<file path="src/rtl/serial_subtractor_if.sv">
// Handshake and operand/result bundle for the bit-serial subtractor.
// The master launches an operation; the slave computes and returns the result.
interface serial_subtractor_if #(
    parameter int WIDTH = 8
);
    logic             start;
    logic [WIDTH-1:0] A;
    logic [WIDTH-1:0] B;
    logic             Bin;
    logic [WIDTH-1:0] D;
    logic             Bout;
    logic             V;
    logic             busy;
    logic             done;

    modport master (
        output start, A, B, Bin,
        input  D, Bout, V, busy, done
    );

    modport slave (
        input  start, A, B, Bin,
        output D, Bout, V, busy, done
    );
endinterface

</file>
<file path="src/rtl/serial_subtractor.sv">
// Bit-serial D = A - B - Bin, LSB first, through one full-subtractor cell and a
// registered borrow, wrapped in a start/busy/done handshake.
module serial_subtractor #(
    parameter int WIDTH = 8
) (
    input  logic                 clk,
    input  logic                 rst_n,
    serial_subtractor_if.slave   bus
);
    localparam int CW = $clog2(WIDTH) + 1;

    typedef enum logic [1:0] {
        IDLE  = 2'd0,
        SHIFT = 2'd1,
        DONE  = 2'd2
    } state_t;

    state_t           state_q, state_d;
    logic [WIDTH-1:0] sa_q, sa_d;
    logic [WIDTH-1:0] sb_q, sb_d;
    logic [WIDTH-1:0] d_q, d_d;
    logic [CW-1:0]    cnt_q, cnt_d;
    logic             br_q, br_d;
    logic             a_msb_q, a_msb_d;
    logic             b_msb_q, b_msb_d;
    logic             bout_q, bout_d;
    logic             v_q, v_d;
    logic             busy, done;

    logic diff_bit;
    logic borrow_next;
    logic last_bit;

    // Full-subtractor cell on the current LSBs.
    assign diff_bit    = sa_q[0] ^ sb_q[0] ^ br_q;
    assign borrow_next = (~sa_q[0] & sb_q[0]) | (~(sa_q[0] ^ sb_q[0]) & br_q);
    assign last_bit    = (cnt_q == CW'(WIDTH - 1));

    // State register
    always_ff @(posedge clk or negedge rst_n) begin
        if (!rst_n) begin
            state_q <= IDLE;
        end else begin
            state_q <= state_d;
        end
    end

    // Next-state logic
    always_comb begin
        state_d = state_q;
        case (state_q)
            IDLE:    if (bus.start) state_d = SHIFT;
            SHIFT:   if (last_bit)  state_d = DONE;
            DONE:    state_d = IDLE;
            default: state_d = IDLE;
        endcase
    end

    // Output decode
    always_comb begin
        busy = (state_q == SHIFT);
        done = (state_q == DONE);
    end

    // Datapath next values
    always_comb begin
        sa_d    = sa_q;
        sb_d    = sb_q;
        d_d     = d_q;
        cnt_d   = cnt_q;
        br_d    = br_q;
        a_msb_d = a_msb_q;
        b_msb_d = b_msb_q;
        bout_d  = bout_q;
        v_d     = v_q;
        case (state_q)
            IDLE: begin
                if (bus.start) begin
                    sa_d    = bus.A;
                    sb_d    = bus.B;
                    br_d    = bus.Bin;
                    cnt_d   = '0;
                    d_d     = '0;
                    a_msb_d = bus.A[WIDTH-1];
                    b_msb_d = bus.B[WIDTH-1];
                end
            end
            SHIFT: begin
                sa_d  = sa_q >> 1;
                sb_d  = sb_q >> 1;
                d_d   = {diff_bit, d_q[WIDTH-1:1]};
                br_d  = borrow_next;
                cnt_d = cnt_q + CW'(1);
                // Final bit: diff_bit becomes the result MSB, so flags are set on entry to DONE.
                if (last_bit) begin
                    bout_d = borrow_next;
                    v_d    = (a_msb_q != b_msb_q) & (diff_bit != a_msb_q);
                end
            end
            default: ;
        endcase
    end

    always_ff @(posedge clk or negedge rst_n) begin
        if (!rst_n) begin
            sa_q    <= '0;
            sb_q    <= '0;
            d_q     <= '0;
            cnt_q   <= '0;
            br_q    <= 1'b0;
            a_msb_q <= 1'b0;
            b_msb_q <= 1'b0;
            bout_q  <= 1'b0;
            v_q     <= 1'b0;
        end else begin
            sa_q    <= sa_d;
            sb_q    <= sb_d;
            d_q     <= d_d;
            cnt_q   <= cnt_d;
            br_q    <= br_d;
            a_msb_q <= a_msb_d;
            b_msb_q <= b_msb_d;
            bout_q  <= bout_d;
            v_q     <= v_d;
        end
    end

    assign bus.D    = d_q;
    assign bus.Bout = bout_q;
    assign bus.V    = v_q;
    assign bus.busy = busy;
    assign bus.done = done;
endmodule

</file>
<file path="src/flat_wrapper.sv">
// flat-port wrapper written by rule: the top's interface ports become plain ports
module serial_subtractor_flat 
#(
    parameter int WIDTH = 8
)
  (clk, rst_n, bus_start, bus_A, bus_B, bus_Bin, bus_D, bus_Bout, bus_V, bus_busy, bus_done);
  serial_subtractor_if #(.WIDTH(WIDTH)) bus_i ();
  input  logic clk;
  input  logic rst_n;
  input wire logic [$bits(bus_i.start)-1:0] bus_start;
  input wire logic [$bits(bus_i.A)-1:0] bus_A;
  input wire logic [$bits(bus_i.B)-1:0] bus_B;
  input wire logic [$bits(bus_i.Bin)-1:0] bus_Bin;
  output wire logic [$bits(bus_i.D)-1:0] bus_D;
  output wire logic [$bits(bus_i.Bout)-1:0] bus_Bout;
  output wire logic [$bits(bus_i.V)-1:0] bus_V;
  output wire logic [$bits(bus_i.busy)-1:0] bus_busy;
  output wire logic [$bits(bus_i.done)-1:0] bus_done;
  assign bus_i.start = bus_start;
  assign bus_i.A = bus_A;
  assign bus_i.B = bus_B;
  assign bus_i.Bin = bus_Bin;
  assign bus_D = bus_i.D;
  assign bus_Bout = bus_i.Bout;
  assign bus_V = bus_i.V;
  assign bus_busy = bus_i.busy;
  assign bus_done = bus_i.done;
  serial_subtractor #(.WIDTH(WIDTH)) u_core (.clk(clk), .rst_n(rst_n), .bus(bus_i));
endmodule
</file>
<file path="config.mk">
export PLATFORM = sky130hd
export DESIGN_NAME = serial_subtractor_flat
export DESIGN_NICKNAME = d
export VERILOG_FILES = /design/src/rtl/serial_subtractor_if.sv /design/src/rtl/serial_subtractor.sv /design/src/flat_wrapper.sv
export SDC_FILE = /design/constraint.sdc
export NUM_CORES = 1
export LEC_CHECK = 0
export ABC_AREA = 1
export BUFFER_PORTS_ARGS = -buffer_cell sky130_fd_sc_hd__buf_4
export CAP_MARGIN = 20
export CORE_ASPECT_RATIO = 0.9
export CORE_MARGIN = 8
export CORE_UTILIZATION = 24
export CTS_CLUSTER_DIAMETER = 50
export DETAILED_ROUTE_END_ITERATION = 10
export PLACE_DENSITY_LB_ADDON = 0.25
export SETUP_SLACK_MARGIN = 0.2
export SYNTH_ARGS = -nofsm -noshare
export SYNTH_HDL_FRONTEND = slang
export SYNTH_SLANG_ARGS = --single-unit
export TNS_END_PERCENT = 5
</file>
<file path="constraint.sdc">
create_clock -name clk -period 1.6 [get_ports clk]
set_input_delay 0.32 -clock clk [delete_from_list [all_inputs] [get_ports clk]]
set_output_delay 0.32 -clock clk [all_outputs]
set_load 0.02 [all_outputs]
</file>
==> metrics <==
final count of pins violating max slew 0; Residual DRC 0; Mapped Area 0.00155 mm2; core area 0.00618 mm2; MaxCap Viol Count 0; most frequent CP cell nand2_1; syn nets 202; CP max stage delay 0.58 ns; power per cell area 1870 mW/mm2; share of layout cells above drive strength 1 23.5%; crit path kind register to register; Area growth syn-to-layout 29.0%; Cell Rows 27; synthesized instance count 180; CTS tree built; actual slew at the worst max-slew pin 0.444 ns; Post-DRT Antenna Nets 0; final hold vios 0; Initial Util 25.1%; crit start category register; die area 0.00930 mm2; commonest non-fill, non-tap cell in the layout nand2_1; CP Cell Sequence inv_2 > fa_1 > inv_2 > nand3_2 > nand2_1 > nand2_1 > nand2_1; WL final 3.86 mm; Max-Slew Margin vs Limit 70.4%; global-route wire length before repair 6.37 mm; sequential-to-total area share from yosys stat 56.5%; floorplan die height 92.3 um; largest net degree at the start of global routing 36; FMAX 0.738 GHz; GRT Total Usage 8.62%; warnings from Yosys 0; Clock Latency Late Sink 0.29 ns; Seq cells post-synth 35; Worst Path Max Fanout 2; 1st-iter DRT viols 74; Reg clk slew, reported paths 0.07 ns; CTS Root Buffer Type clkbuf_8; Final GP Congestion 0.732; vias in the first global route 1241; Setup-failing EPs final 0; CP Data Arrival Time 1.54 ns; slowest CP cell fa_1; utilization after layout 32.4%; I/O pin cnt 32; Setup Skew 0.00635 ns; worst IR drop on VDD 0.522 mV; Crit. End Element register; most frequent cells in the layout nand2_1, nand3_1, buf_4; Die W 101 um; vias 1260; DPL Wire Length 2.47 mm; Unique masters post-synth 18; cts bufs inserted 5; initial antenna violation count 0; Required @ worst endpoint 1.79 ns; Avg Vias per Cell 4.14; Port Buf Inserts 31; setup TNS 0 ns; fin crit share 84.7%; RSZ-0062 raised after global routing yes; leak pwr 1.02 nW; syn avg cell area 8.62 um2; status finished, final reports clean; fin crit period 1.36 ns; Routed wire per std cell 12.7 um; Max H-tree Level 2; CTS max path bufs 2; GRT overflow 0; Final Net Count 238; Hold Crit Class input port to register; Clock Sinks 35; 1st-pass router iterations 4; ant diodes 0
==> where the power goes <==
group	total [W]	internal, W	switching, W	leakage, nW
Clock	0.000696	0.000393	0.000304	0.0515
Sequential	0.00149	0.00124	0.000246	0.451
Combinational	0.00155	0.000619	0.000934	0.514
Total	0.00374	0.00226	0.00148	1.02
==> registers in the layout (all words and copies together) (netlist names) <==
name             cells
u_core.bus.V         1
u_core.b_msb_q       1
u_core.cnt_q         4
u_core.br_q          1
u_core.bus.D         8
u_core.a_msb_q       1
u_core.bus.Bout      1
u_core.sb_q          8
u_core.sa_q          8
u_core.state_q       2
==> layout make-up <==
class,instances,area [um2]
flip-flops and latches,35,876
clock buffers,8,100
repair buffers,39,295
multi-input cells,125,581
inverters,10,40.0
well taps,87,109
fillers,670,4180
==> synthesized netlist by cell type <==
library cell	instances	area share [%]
dfrtp_1	35	56
inv_1	8	1.9
buf_4	5	2.4
nand4_1	1	0.40
buf_2	5	1.6
o21ai_0	3	0.97
o22ai_1	1	0.40
nor2_1	5	1.2
nand3_1	47	15
o21ai_1	1	0.32
a21oi_1	1	0.32
nand2_1	61	15
nand2_2	1	0.40
o21bai_1	1	0.48
xnor2_1	1	0.56
fa_1	1	1.3
ha_1	1	0.81
inv_2	2	0.48
==> timing repair <==
item | in CTS | in global routing
hold endpoints to repair | 34 | 0
endpoints found under the setup margin | 1 | 1
hold buffers | 1 | 0
pin swaps | 0 | 1
buffers inserted | 1 | 1
gates resized for setup | 1 | 3
==> metrics by stage <==
stage	instances	power, W	cell area [um2]	hold slack [ns]	worst slack, ns
after detailed placement	293	0.00300	1870	0.306	0.241
after floorplan	180	0.00248	1550	0.0244	0.324
after CTS	303	0.00375	1990	0.232	0.236
after global routing	304	0.00407	2000	0.226	0.149
after global placement	293	0.00298	1870	0.310	0.283
final	304	0.00374	2000	0.239	0.244
==> final timing paths <==
path | from | endpoint | slack [ns] | cells past startpoint
max | u_core.sb_q[0] | u_core.bus.V | 0.24 | 7
min | bus_A[4] | u_core.sa_q[4] | 0.24 | 3
max reg2reg | u_core.sb_q[0] | u_core.bus.V | 0.24 | 7
min reg2reg | u_core.sb_q[2] | u_core.sb_q[1] | 0.49 | 2
max in group asynchronous | rst_n | u_core.sa_q[5] | 0.75 | 2
min in group asynchronous | rst_n | u_core.cnt_q[2] | 0.53 | 2
==> per-layer routing <==
layer	GRT usage (%)	routed length, um	up-vias
li1	-	-	656
met1	11.9	2040	569
met2	11.6	1530	30
met3	3.70	243	5
met4	2.64	47	0
met5	0	0	-
==> cell families (layout without fill, tap and decap cells) <==
group                      Yosys count  after routing  share of synthesized area [%]
AOI/OAI and AO/OA                    7              7                           2.50
xor gates and xnor gates             1              1                          0.565
adders and majority gates            2              2                           2.10
buffers and inverters               20             57                           6.45
DFF                                 35             35                           56.5
and+or+nand+nor                    115            115                           31.9
==> worst max-delay path, delay by kind of cell (launching register included) <==
| family | cells | cell delay, ns |
|---|---|---|
| fa+ha+maj | 1 | 0.58 |
| flops | 1 | 0.37 |
| simple gates | 4 | 0.20 |
| buf+inv | 2 | 0.10 |
(Power assumes the default switching activity.)
